<file path="src/rtl/pwm_multi_chan_if.sv">
// Configuration write channel for pwm_multi_chan: valid/ready handshake
// carrying packed per-channel duties, the mode select and the divider.
interface pwm_multi_chan_if #(
  parameter int CHANNELS = 3,
  parameter int RES      = 7,
  parameter int PRESC_W  = 18
);
  logic                      cfg_valid;
  logic                      cfg_ready;
  logic [CHANNELS*RES-1:0]   cfg_duty;
  logic                      cfg_mode;
  logic [PRESC_W-1:0]        cfg_dvsr;

  modport master (output cfg_valid, cfg_duty, cfg_mode, cfg_dvsr, input cfg_ready);
  modport slave  (input cfg_valid, cfg_duty, cfg_mode, cfg_dvsr, output cfg_ready);
endinterface

</file>
<file path="src/rtl/pwm_multi_chan.sv">
// Multi-channel PWM generator: shared prescaler and duty counter, standard
// (duty-proportional) and servo (SERVO_BASE..2*SERVO_BASE tick) modes, and
// shadowed configuration that is applied only at a period boundary.
// Optional macro PWM_PHASE_STAGGER_EN offsets channel i's compare phase by
// i*(2^RES/CHANNELS) ticks to spread rising edges across the period.
module pwm_multi_chan #(
  parameter int CHANNELS      = 3,
  parameter int RES           = 7,
  parameter int PRESC_W       = 18,
  parameter int PRESC_DEFAULT = 10416,
  parameter int SERVO_BASE    = 6
) (
  input  logic                clk,
  input  logic                rst_n,
  input  logic                ena,
  pwm_multi_chan_if.slave     cfg,
  output logic [CHANNELS-1:0] pwm_out,
  output logic                period_start,
  output logic                update_ack
);

  localparam logic [RES-1:0] D_MAX  = '1;
  localparam int             PROD_W = RES + 32;
`ifdef PWM_PHASE_STAGGER_EN
  localparam int STAGGER_STEP = (1 << RES) / CHANNELS;
`else
  localparam int STAGGER_STEP = 0;
`endif

  typedef struct packed {
    logic [CHANNELS*RES-1:0] duty;
    logic                    mode;
    logic [PRESC_W-1:0]      dvsr;
  } cfg_t;

  localparam cfg_t CFG_RESET = '{duty: '0, mode: 1'b0, dvsr: PRESC_W'(PRESC_DEFAULT)};

  cfg_t                shadow_q, shadow_d;
  cfg_t                active_q, active_d;
  logic                pending_q, pending_d;
  logic [PRESC_W-1:0]  q_q, q_d;
  logic [RES-1:0]      d_q, d_d;
  logic [CHANNELS-1:0] pwm_q, pwm_d;
  logic                period_start_q, update_ack_q;
  logic                tick, boundary, accept;

  // Output level of one channel for compare phase dp.
  function automatic logic chan_level(input logic [RES-1:0] dp,
                                      input logic [RES-1:0] duty,
                                      input logic           mode);
    logic [PROD_W-1:0] thr;
    // Product kept at full width so the shift sees every bit.
    thr = PROD_W'(SERVO_BASE) + ((PROD_W'(duty) * PROD_W'(SERVO_BASE)) >> RES);
    return mode ? (PROD_W'(dp) < thr) : (dp < duty);
  endfunction

  assign cfg.cfg_ready = ~pending_q;
  assign accept        = cfg.cfg_valid & ~pending_q;
  assign tick          = ena & (q_q == active_q.dvsr);
  assign boundary      = tick & (d_q == D_MAX);

  // Prescaler and duty counter; both held at zero while disabled.
  always_comb begin
    // NOTE: every always_comb output gets a default first so no path leaves it unassigned (no latch).
    q_d = q_q + 1'b1;
    d_d = d_q;
    if (!ena) begin
      q_d = '0;
      d_d = '0;
    end else if (tick) begin
      q_d = '0;
      d_d = d_q + 1'b1;
    end
  end

  // Shadow capture on handshake, shadow-to-active copy on a pending boundary.
  always_comb begin
    shadow_d  = shadow_q;
    active_d  = active_q;
    pending_d = pending_q;
    if (accept) begin
      shadow_d  = '{duty: cfg.cfg_duty, mode: cfg.cfg_mode, dvsr: cfg.cfg_dvsr};
      pending_d = 1'b1;
    end else if (boundary && pending_q) begin
      active_d  = shadow_q;
      pending_d = 1'b0;
    end
  end

  // Per-channel compare against the (optionally staggered) counter phase.
  always_comb begin
    pwm_d = '0;
    for (int i = 0; i < CHANNELS; i++) begin
      pwm_d[i] = chan_level(d_q + RES'(i * STAGGER_STEP),
                            active_q.duty[i*RES +: RES], active_q.mode);
    end
    if (!ena) pwm_d = '0;
  end

  // State and registered outputs; rst_n is active-high asynchronous here.
  always_ff @(posedge clk or posedge rst_n) begin
    if (rst_n) begin
      q_q            <= '0;
      d_q            <= '0;
      // NOTE: the shadow is reset along with everything else so a reset mid-handshake discards it.
      shadow_q       <= '0;
      active_q       <= CFG_RESET;
      pending_q      <= 1'b0;
      pwm_q          <= '0;
      period_start_q <= 1'b0;
      update_ack_q   <= 1'b0;
    end else begin
      // NOTE: non-blocking assignments so every register samples pre-edge values.
      q_q            <= q_d;
      d_q            <= d_d;
      shadow_q       <= shadow_d;
      active_q       <= active_d;
      pending_q      <= pending_d;
      pwm_q          <= pwm_d;
      period_start_q <= boundary;
      update_ack_q   <= boundary & pending_q;
    end
  end

  assign pwm_out      = pwm_q;
  assign period_start = period_start_q;
  assign update_ack   = update_ack_q;

endmodule
</file>
<file path="src/flat_wrapper.sv">
// flat-port wrapper written by rule: the top's interface ports become plain ports
module pwm_multi_chan_flat 
#(
  parameter int CHANNELS      = 3,
  parameter int RES           = 7,
  parameter int PRESC_W       = 18,
  parameter int PRESC_DEFAULT = 10416,
  parameter int SERVO_BASE    = 6
)
  (clk, rst_n, ena, pwm_out, period_start, update_ack, cfg_cfg_valid, cfg_cfg_duty, cfg_cfg_mode, cfg_cfg_dvsr, cfg_cfg_ready);
  pwm_multi_chan_if #(.CHANNELS(CHANNELS), .RES(RES), .PRESC_W(PRESC_W)) cfg_i ();
  input  logic clk;
  input  logic rst_n;
  input  logic ena;
  output logic [CHANNELS-1:0] pwm_out;
  output logic period_start;
  output logic update_ack;
  input wire logic [$bits(cfg_i.cfg_valid)-1:0] cfg_cfg_valid;
  input wire logic [$bits(cfg_i.cfg_duty)-1:0] cfg_cfg_duty;
  input wire logic [$bits(cfg_i.cfg_mode)-1:0] cfg_cfg_mode;
  input wire logic [$bits(cfg_i.cfg_dvsr)-1:0] cfg_cfg_dvsr;
  output wire logic [$bits(cfg_i.cfg_ready)-1:0] cfg_cfg_ready;
  assign cfg_i.cfg_valid = cfg_cfg_valid;
  assign cfg_i.cfg_duty = cfg_cfg_duty;
  assign cfg_i.cfg_mode = cfg_cfg_mode;
  assign cfg_i.cfg_dvsr = cfg_cfg_dvsr;
  assign cfg_cfg_ready = cfg_i.cfg_ready;
  pwm_multi_chan #(.CHANNELS(CHANNELS), .RES(RES), .PRESC_W(PRESC_W), .PRESC_DEFAULT(PRESC_DEFAULT), .SERVO_BASE(SERVO_BASE)) u_core (.clk(clk), .rst_n(rst_n), .ena(ena), .cfg(cfg_i), .pwm_out(pwm_out), .period_start(period_start), .update_ack(update_ack));
endmodule
</file>
<file path="config.mk">
export PLATFORM = sky130hd
export DESIGN_NAME = pwm_multi_chan_flat
export DESIGN_NICKNAME = d
export VERILOG_FILES = /design/src/rtl/pwm_multi_chan_if.sv /design/src/rtl/pwm_multi_chan.sv /design/src/flat_wrapper.sv
export SDC_FILE = /design/constraint.sdc
export NUM_CORES = 1
export LEC_CHECK = 0
export CORE_ASPECT_RATIO = 1.2
export CORE_MARGIN = 5
export CORE_UTILIZATION = 55
export DETAILED_ROUTE_END_ITERATION = 16
export PLACE_DENSITY = 0.76
export SKIP_LAST_GASP = 1
export SYNTH_ARGS = -nofsm -noshare
export SYNTH_HDL_FRONTEND = slang
export SYNTH_SLANG_ARGS = --single-unit
</file>
<file path="constraint.sdc">
create_clock -name clk -period 12.25 [get_ports clk]
set_input_delay 3.675 -clock clk [delete_from_list [all_inputs] [get_ports clk]]
set_output_delay 3.675 -clock clk [all_outputs]
set_load 0.02 [all_outputs]
</file>
**Word-level counts from Yosys, hierarchy flattened**

Index checks and enable logic that the tools add are counted.

- Multiplexer cells: 10
- Bitwise operators: 6
- Order comparisons: 6
- Multiply operators: 3
- Equal/unequal tests: 3
- Add/sub/neg operators: 5
- Reduce and logical (&&, ||, !) cells: 3

Operators by type and width:

| cell | number |
|---|---|
| < comparator 7 x 39 -> 1 bit | 3 |
| 2-to-1 mux 18 bit | 2 |
| multiplier 7 x 2 -> 9 bit, second input constant | 3 |
| < comparator 7 bit | 3 |
| adder 18 x 1 -> 18 bit, second input constant | 1 |
| == test 18 bit | 1 |
| 2-to-1 mux 7 bit | 2 |
| adder 3 x 3 -> 4 bit, first input constant | 3 |
| adder 7 x 1 -> 7 bit, second input constant | 1 |
| == test 7 bit, second input constant | 1 |
| 2-to-1 mux 1 bit | 5 |
| AND 1 bit | 4 |
| 2-to-1 mux 3 bit | 1 |
| inequality test 2 x 1 -> 1 bit, second input constant | 1 |
| inverter 1 bit | 2 |
| AND reduction 2 bit | 1 |
| nonzero test 2 bit | 1 |
| logical AND 1 bit | 1 |

- Bits in registers: 111
- Bits of input ports: 44
- Word-level logic and storage cells: 48

**Logic depth before layout (Yosys ltp)**

Gate-level depths: netlist of the first run.

- Depth in word-level cells: 6
- Depth in mapped cells: 13
- Depth with buffers taken out: 13

**Worst setup path before layout of the first run**

OpenSTA, ideal clock, no wires.

- Path type: input-to-reg
- From: input port ena
- To: register u_core.active_q[12] (netlist name)
- Data arrival time: 4,716 ps
- Path slack: 7,409 ps
- Setup time: 125 ps
- Stages on the path: 6
- Data required time: 12,125 ps
- Buffers on the path: 1
- Cell sequence: nand2_1 -> nor2_1 -> nand3_1 -> nor3_4 -> buf_6 -> mux2_2

- Cells in the longest elaborated chain, start to end: 4

Ends and longest elaborated chain:

| what | line | source |
|---|---|---|
| start: declaration | flat_wrapper.sv:14 | `input logic ena;` |
| AND 1 bit | pwm_multi_chan.sv:59 | `assign tick = ena & (q_q == active_q.dvsr);` |
| AND 1 bit | pwm_multi_chan.sv:60 | `assign boundary = tick & (d_q == D_MAX);` |
| logical AND 1 bit | pwm_multi_chan.sv:84 | `end else if (boundary && pending_q) begin` |
| AND reduction 2 bit (no source line) | - |  |
| end signal: assignment | pwm_multi_chan.sv:117 | `active_q <= active_d;` |
| end: declaration | pwm_multi_chan.sv:39 | `cfg_t active_q, active_d;` |

Every way passes these cells.
A chain may end at the register's enable or synchronous reset.

**Worst setup path after layout of the first run**

- From: input port ena
- To: register u_core.active_q[38] (netlist name)

Same word-level chain as after synthesis.

==> impl_metrics.ini, run 1 <==
[outcome]
run_status = completed

[drt]
number_of_remaining_drc_errors = 0
detailedRoute.firstIterationViolations = 94
total_number_of_vias = 3795
first_drt_pass_iteration_count = 4
routed_wire_length_per_instance_um = 16.57
postRouteAntennaNets = 0
wirelength_um = 11070
via_per_inst = 5.681

[logic_synthesis]
number_of_enable_flip_flop_cells_after_synthesis = 0
syn_avg_cell_area_um2 = 11.99
ys_seq_elements = 111
synth_largest_type_area_fraction = 0.4572
dominant_cell_type_by_area_after_synthesis = dfrtp_1
synth.yosys.warnings = 0
post_synth_instance_area_um2 = 5802
synth_most_common_cell = dfrtp_1
commonest_cells_in_the_synthesized_netlist = dfrtp_1 (106), mux2_2 (79), ha_1 (50)
syn_inst = 484
async_reset_ff_frac = 1.000
yosys_most_used_dff = dfrtp_1
postSynthNetCount = 578
yosys-top-cells-area = dfrtp_1 (46%), mux2_2 (15%), ha_1 (11%), xor2_1 (3.8%), dfstp_2 (2.3%)
synth.distinct_cells = 44
synth.yosys.seq_area_share = 0.4798

[setup_path]
worst_path_max_fanout = 41
crit_path_cell_trace = clkdlybuf4s50_1 -> nand2_1 -> nor2_1 -> nand3_1 -> nor3_4 -> buf_4 -> mux2_2
startpoint_type = input pin
timing.critical_path.slowest_stage_cell = clkdlybuf4s50_1
worstSetupPathType = input pin to flop
critPathCaptureType = flop
rr_startpoint = u_core.active_q[34]
crit_buf_inv = 2
worst-endpoint-required_ps = 12480
worst_path_largest_cell_delay_ps = 750
worst_r2r_path_depth = 12
worst_r2r_endpoint = u_core.pwm_out[2]
regToRegSetupSlack_ps = 9080
cp_top_family = buffers and inverters
worst-endpoint-arrival_ps = 5920

[sta]
finalCritPeriodShare = 0.4640
clock.fmax_mhz = 175.9
timing.setup.tns_ps = 0
report.final.slew_viol_count = 0
timing.slew.headroom = 0.2774
setup_viol = 0
fin_worst_skew_ps = 7.042
fin_crit_ps = 5684
worstMarginPinSlew_ps = 1082
grt_setup_unrepaired = no
hold_violations = 0

[placement]
dpl_cell_area_um2 = 6401
io_buffer_count = 49
hpwlAfterDp_um = 8046
gp_routability_congestion = 0.8634

[cts]
cts_hold_buf = 0
buffer_cell_driving_the_clock_tree_root = clkbuf_16
clkLatencyLatePin_ps = 350
cts.repair_timing.setup_buffer_count = 0
htreeDepth = 3
clk_pin_slew_ps = 70
clock_path_buffers = 2
cts_resized = 0
tritoncts_num_sinks = 111
cts-buffers-inserted = 9
cts_tree = built

[floorplan]
die_area_um2 = 12710
std_cell_core_area_um2 = 10410
std_cell_rows = 41
die-width_um = 103.8
die_height_um = 122.5
num_io_pins = 50
floorplan.initialDensity = 0.5571

[power_and_ir_drop]
p_leak_nw = 3.190
internal_power_uw = 562.4
gate_power_share = 0.069
worst_ir_drop_vdd_mv = 0.07567
power.share.clock = 0.387
power.sequential.fraction = 0.544
p_sw_uw = 163.3
power_per_cell_area_nw_per_um2 = 108.6
swShare = 0.2251

[hold_path]
timing.hold.worst_endpoint = u_core.active_q[15]
min_path_type = flop to flop
min-delay-start = u_core.shadow_q[15]
whs_path_depth = 1

[final_layout]
flow.area_growth_from_synthesis_pct = 15.23
final_design_area_no_fill_um2 = 6685
antenna_cells = 0
final_net_count = 628
final_layout_size_suffix_gt1_frac = 0.2059

[grt]
groute.usage.overall = 0.1835
congestion_overflow_gr = 0
grt_pass1_vias = 4071
grt_start_max_net_pins = 87
antenna_found_initial = 0
grt_first_pass_wirelength_um = 18980

[flow_run]
max_cap_violations = 0
-- cells in the final DEF (no fill, tap or decap), drive strengths merged, types with 3 or more instances in the layout --
master / n
clkbuf: 11
nand3: 19
a211oi: 6
o211ai: 3
mux2: 80
and4: 3
o21ai: 11
and3: 8
ha: 50
inv: 28
dfstp: 5
nor4: 6
a21oi: 18
xnor2: 14
nand2: 17
clkdlybuf4s50: 49
nand2b: 7
clkinv: 3
o21a: 4
dfrtp: 106
nand4: 4
nor2: 23
mux2i: 7
xor2: 25
nor3: 9
-- worst max-delay path by stage --
stage / to / cells past startpoint / slack, ps / startpoint
after floorplan: u_core.active_q[0] / 1 / 5650 / rst_n
after global placement: u_core.active_q[25] / 7 / 6350 / ena
after detailed placement: u_core.active_q[38] / 7 / 6240 / ena
after CTS: u_core.active_q[36] / 7 / 6600 / ena
after global routing: u_core.active_q[33] / 7 / 6450 / ena
final: u_core.active_q[38] / 7 / 6570 / ena
-- through the flow --
| stage | power (mW) | cells | util | setup slack (ps) | hold slack, ps |
|---|---|---|---|---|---|
| floorplan | 0.4259 | 484 | - | 5653 | 460.2 |
| global placement | 0.4496 | 652 | 0.6147 | 6354 | 473.6 |
| detailed placement | 0.4536 | 652 | 0.6147 | 6237 | 489.1 |
| CTS | 0.7334 | 668 | 0.6420 | 6598 | 503.0 |
| global route | 0.7571 | 668 | 0.6420 | 6452 | 524.5 |
| finish | 0.7257 | 668 | 0.6420 | 6566 | 499.5 |
-- final cells by class --
class,count,area [µm²]
timing repair buffer,51,505.5
clock buffer,11,252.7
inverter,27,103.9
clock inverter,5,31.28
tap,129,161.4
multi-input combinational,334,2846
fill,809,3729
sequential,111,2784
-- kinds of logic after synthesis --
family                     synth area share
muxes                                0.1673
DFF                                  0.4798
xor gates and xnor gates            0.05887
buffers and inverters               0.03084
and+or+nand+nor                     0.09511
adders and majority gates            0.1078
AOI/OAI and AO/OA                   0.06017
-- power by group through the flow --
stage | Combinational [mW] | Clock, mW | Sequential, mW
global placement | 0.0481 | 0 | 0.401
floorplan | 0.0282 | 0 | 0.398
finish | 0.0499 | 0.281 | 0.395
CTS | 0.0513 | 0.287 | 0.396
detailed placement | 0.0509 | 0 | 0.403
global route | 0.0561 | 0.304 | 0.397
-- state kept, by name (all words and copies together), names as in the netlist --
name,flops
u_core.d_q,7
u_core.pending_q,1
u_core.period_start,1
u_core.active_q,40
u_core.shadow_q,40
u_core.pwm_out,3
u_core.update_ack,1
u_core.q_q,18
-- layer usage --
layer,up-vias,global-route usage,part of all wire
met5,-,0,0
met4,0,0.06883,0.025
met3,24,0.03051,0.030
met2,56,0.3477,0.55
met1,1900,0.2068,0.40
li1,1815,-,-
Power figures use the tool's default switching activity.
==> inputs of run 2 (changes only) <==
Clock period 12.25 ns to 5.5 ns, I/O delays scaled along.
==> impl_metrics.ini, run 2 (synthesis results as in run 1) <==
[power_and_ir_drop]
worst_ir_drop_vdd_mv = 0.1547
power_per_cell_area_nw_per_um2 = 252.0
p_leak_nw = 3.213

[setup_path]
crit_path_cell_trace = clkdlybuf4s50_1 -> nand2_1 -> nor2_1 -> nand3_1 -> nor3_4 -> buf_4 -> mux2_2
timing.critical_path.slowest_stage_cell = clkdlybuf4s50_1
critPathCaptureType = flop
worst_path_largest_cell_delay_ps = 750
startpoint_type = input pin
worstSetupPathType = input pin to flop
worst-endpoint-arrival_ps = 3890
worst_path_max_fanout = 41
worst-endpoint-required_ps = 5730

[placement]
hpwlAfterDp_um = 8172
io_buffer_count = 49
gp_routability_congestion = 0.8643

[sta]
fin_worst_skew_ps = 10.40
fin_crit_ps = 3664
hold_violations = 0
worstMarginPinSlew_ps = 1095
clock.fmax_mhz = 272.9
report.final.slew_viol_count = 0
timing.setup.tns_ps = 0
setup_viol = 0
finalHoldWorstSlack_ps = 498.5
finalCritPeriodShare = 0.6662
timing.slew.headroom = 0.2683
grt_setup_unrepaired = no

[final_layout]
multi_input_area_um2 = 2846
mostFrequentLayoutCell = dfrtp_1
final_layout_size_suffix_gt1_frac = 0.2037
layout.filler_cells = 825
final_net_count = 629
mostFrequentLayoutCells = dfrtp_1 (106), mux2_2 (79), ha_1 (50), clkdlybuf4s50_1 (49), inv_1 (26)
reg.largest.list = u_core.active_q (40), u_core.shadow_q (40), u_core.q_q (18)
flow.area_growth_from_synthesis_pct = 16.07
seqCellArea_um2 = 2784
antenna_cells = 0

[drt]
number_of_remaining_drc_errors = 0
met3WireLength_um = 323
routed_wire_length_per_instance_um = 16.85
wl_met1_um = 4491
top_layer_used_by_detailed_routing = met4
detailedRoute.firstIterationViolations = 110
first_drt_pass_iteration_count = 4
via_per_inst = 5.734
postRouteAntennaNets = 0
total_number_of_vias = 3836
wirelength_um = 11270
wl_met2_um = 6198

[cts]
clock_path_buffers = 2
cts-buffers-inserted = 9
htreeDepth = 3
cts_hold_buf = 0
cts.repair_timing.setup_buffer_count = 0
clkLatencyLatePin_ps = 350
cts_resized = 0
clk_pin_slew_ps = 70
tritoncts_num_sinks = 111
buffer_cell_driving_the_clock_tree_root = clkbuf_16
cts_tree = built

[grt]
grt_start_max_net_pins = 59
antenna_found_initial = 0
congestion_overflow_gr = 0
grt_first_pass_wirelength_um = 19640
grt_pass1_vias = 4151
groute.usage.overall = 0.1904

[flow_run]
max_cap_violations = 0

[floorplan]
std_cell_core_area_um2 = 10410
die_area_um2 = 12710
die-width_um = 103.8
num_io_pins = 50
die_height_um = 122.5
std_cell_rows = 41
floorplan.initialDensity = 0.5571

[hold_path]
min_path_type = flop to flop

[outcome]
run_status = completed
## run 2: changes by cell type in the layout (fill, tap and decap cells not counted), sizes merged
| cell | previous run | this run |
|---|---|---|
| buf | 2 | 3 |
| bufinv | 0 | 2 |
| clkbuf | 11 | 13 |
| clkinv | 3 | 1 |
| clkinvlp | 1 | 0 |
| inv | 28 | 27 |
## run 2: path summary, 6_finish.rpt
kind | startpoint | to | slack, ps | cells past startpoint
setup / recovery | ena | u_core.active_q[18] | 1840 | 7
hold / removal | u_core.shadow_q[27] | u_core.active_q[27] | 500 | 1
setup reg to reg | u_core.active_q[27] | u_core.pwm_out[1] | 2400 | 12
hold reg to reg | u_core.shadow_q[27] | u_core.active_q[27] | 500 | 1
max in group asynchronous | rst_n | u_core.shadow_q[38] | 2800 | 3
min in group asynchronous | rst_n | u_core.active_q[12] | 1780 | 2
## run 2: stage by stage
step           cell area [µm²]  worst slack (ps)  instances  total power [mW]  utilization
2_1_floorplan             5802             927.6        484            0.9485            -
3_3_place_gp              6409              1628        653             1.002       0.6154
3_5_place_dp              6409              1489        653             1.010       0.6154
4_1_cts                   6734              1841        669             1.717       0.6466
5_1_grt                   6734              1621        669             1.763       0.6466
6_report                  6734              1836        669             1.697       0.6466
## run 2: layout make-up
type                       count  share of cell area
clock buffer                  13             0.03865
clock inverter                 3            0.009662
inverter                      27             0.01542
multi-input combinational    334              0.4227
sequential                   111              0.4134
tap                          129             0.02397
timing repair buffer          52             0.07618
## run 2: layer usage
metal	vias to the layer above	global-route usage
met2	69	0.3529
li1	1827	-
met5	-	0
met3	18	0.03630
met1	1922	0.2185
met4	0	0.07045
## run 2: power by group
group	switching (mW)	internal (mW)	total, mW
sequential	0.0255	0.854	0.879
combinational	0.0437	0.0679	0.112
clock	0.282	0.424	0.706
total	0.352	1.35	1.70
## run 2: critical path, delay by kind of cell
kind / cells / cell delay (ps)
muxes: 1 / 400
buffers and inverters: 2 / 1240
and+or+nand+nor: 4 / 570
==> inputs of run 3 (changes only) <==
Clock period 5.5 ns to 3.7 ns, I/O delays scaled along.
==> impl_metrics.ini, run 3 (synthesis results as in run 1) <==
[sta]
report.final.slew_viol_count = 0
timing.slew.headroom = 0.4880
grt_setup_unrepaired = no
hold_violations = 0
fin_crit_ps = 3161
clock.fmax_mhz = 316.3
finalHoldWorstSlack_ps = 502.7
fin_worst_skew_ps = 11.16
setup_viol = 0
timing.setup.tns_ps = 0
finalCritPeriodShare = 0.8544
worstMarginPinSlew_ps = 767.8

[floorplan]
die_height_um = 122.5
die-width_um = 103.8
die_area_um2 = 12710
std_cell_core_area_um2 = 10410
std_cell_rows = 41
floorplan.initialDensity = 0.5571
num_io_pins = 50

[grt]
grt_first_pass_wirelength_um = 19150
groute.usage.overall = 0.1855
grt_pass1_vias = 4158
congestion_overflow_gr = 0
antenna_found_initial = 0
grt_start_max_net_pins = 57

[final_layout]
reg.largest.list = u_core.active_q (40), u_core.shadow_q (40), u_core.q_q (18)
flow.area_growth_from_synthesis_pct = 16.02
mostFrequentLayoutCell = dfrtp_1
final_net_count = 632
final_core_utilization = 0.6464
final_layout_size_suffix_gt1_frac = 0.2044
multi_input_area_um2 = 2846
mostFrequentLayoutCells = dfrtp_1 (106), mux2_2 (79), ha_1 (50), clkdlybuf4s50_1 (49), inv_1 (26)
antenna_cells = 0
seqCellArea_um2 = 2784
layout.filler_cells = 802
final_cell_count_no_fill = 672

[setup_path]
worst-endpoint-required_ps = 3980
crit_path_frequent_cell = ha_1
timing.critical_path.slowest_stage_cell = dfrtp_1
startpoint_type = flop
crit_path_cell_trace = ha_1 -> a31o_2 -> a21oi_1 -> o21ai_0 -> a21oi_1 -> xnor2_1 -> ha_1 -> ha_1 -> a211oi_1 -> nand3_1 -> mux2i_1 -> a211o_1
worst_path_largest_cell_delay_ps = 410
regToRegSetupSlack_ps = 540
worst_path_max_fanout = 4
critPathCaptureType = flop
worst_r2r_endpoint = u_core.pwm_out[1]
cp_top_family = compound AO/OA/AOI/OAI gates
crit_buf_inv = 0
rr_startpoint = u_core.active_q[27]
worstSetupPathType = flop to flop
worst_r2r_path_depth = 12
worst-endpoint-arrival_ps = 3440

[cts]
htreeDepth = 3
clk_pin_slew_ps = 70
cts.repair_timing.setup_buffer_count = 0
cts_resized = 0
buffer_cell_driving_the_clock_tree_root = clkbuf_16
clock_path_buffers = 2
cts-buffers-inserted = 9
tritoncts_num_sinks = 111
cts_tree = built
clkLatencyLatePin_ps = 350
cts_hold_buf = 0

[placement]
gp_routability_congestion = 0.8320
hpwlAfterDp_um = 8204
io_buffer_count = 49
placed_cells_incl_taps = 656

[drt]
postRouteAntennaNets = 0
detailedRoute.firstIterationViolations = 140
first_drt_pass_iteration_count = 4
number_of_remaining_drc_errors = 0
total_number_of_vias = 3860
routed_wire_length_per_instance_um = 17.20
via_per_inst = 5.744
wirelength_um = 11560

[power_and_ir_drop]
worst_ir_drop_vdd_mv = 0.2137
total_power_mw = 2.433
power_per_cell_area_nw_per_um2 = 361.5
p_leak_nw = 3.204

[hold_path]
min_path_type = flop to flop
min-delay-start = u_core.shadow_q[3]
timing.hold.worst_endpoint = u_core.shadow_q[3]
whs_path_depth = 1

[flow_run]
max_cap_violations = 0

[outcome]
run_status = completed
==> run 3: cell types whose count changed in the layout (fill, tap and decap cells not counted), sizes merged <==
cell,change
buf,+3
bufinv,-1
clkinv,-1
clkinvlp,+2
==> run 3: stage by stage <==
stage	worst slack [ps]	cell area [µm²]
after floorplan	927.9	5806
after global placement	730.9	6445
after detailed placement	645.9	6445
after CTS	579.2	6731
after global routing	343.6	6731
final	538.8	6731
==> run 3: power by group <==
| group | internal (mW) | leakage, nW | switching (mW) |
|---|---|---|---|
| Combinational | 0.103 | 1.61 | 0.0657 |
| Sequential | 1.27 | 1.46 | 0.0383 |
| Clock | 0.530 | 0.134 | 0.428 |
| Total | 1.90 | 3.20 | 0.532 |
==> run 3: worst max-delay path by stage <==
stage / from / to / slack (ps) / cells past startpoint
finish: u_core.active_q[27] / u_core.pwm_out[1] / 540 / 12
global route: u_core.active_q[34] / u_core.pwm_out[2] / 340 / 12
CTS: u_core.active_q[35] / u_core.pwm_out[2] / 580 / 12
detailed placement: u_core.active_q[34] / u_core.pwm_out[2] / 650 / 12
global placement: ena / u_core.active_q[39] / 730 / 7
floorplan: u_core.active_q[34] / u_core.pwm_out[2] / 930 / 12
==> run 3: cell type report <==
cell class	count	area share
clock inverter	3	0.006877
timing repair buffer	55	0.08141
multi-input combinational	334	0.4229
inverter	27	0.01561
clock buffer	13	0.03569
sequential	111	0.4136
tap	129	0.02398
==> run 3: layer usage <==
layer / wire length [µm] / vias to the layer above / GRT usage
met4: 329 / 0 / 0.08745
met1: 4509 / 1944 / 0.2046
li1: - / 1821 / -
met2: 6363 / 67 / 0.3529
met3: 353 / 28 / 0.02367
met5: 0 / - / 0
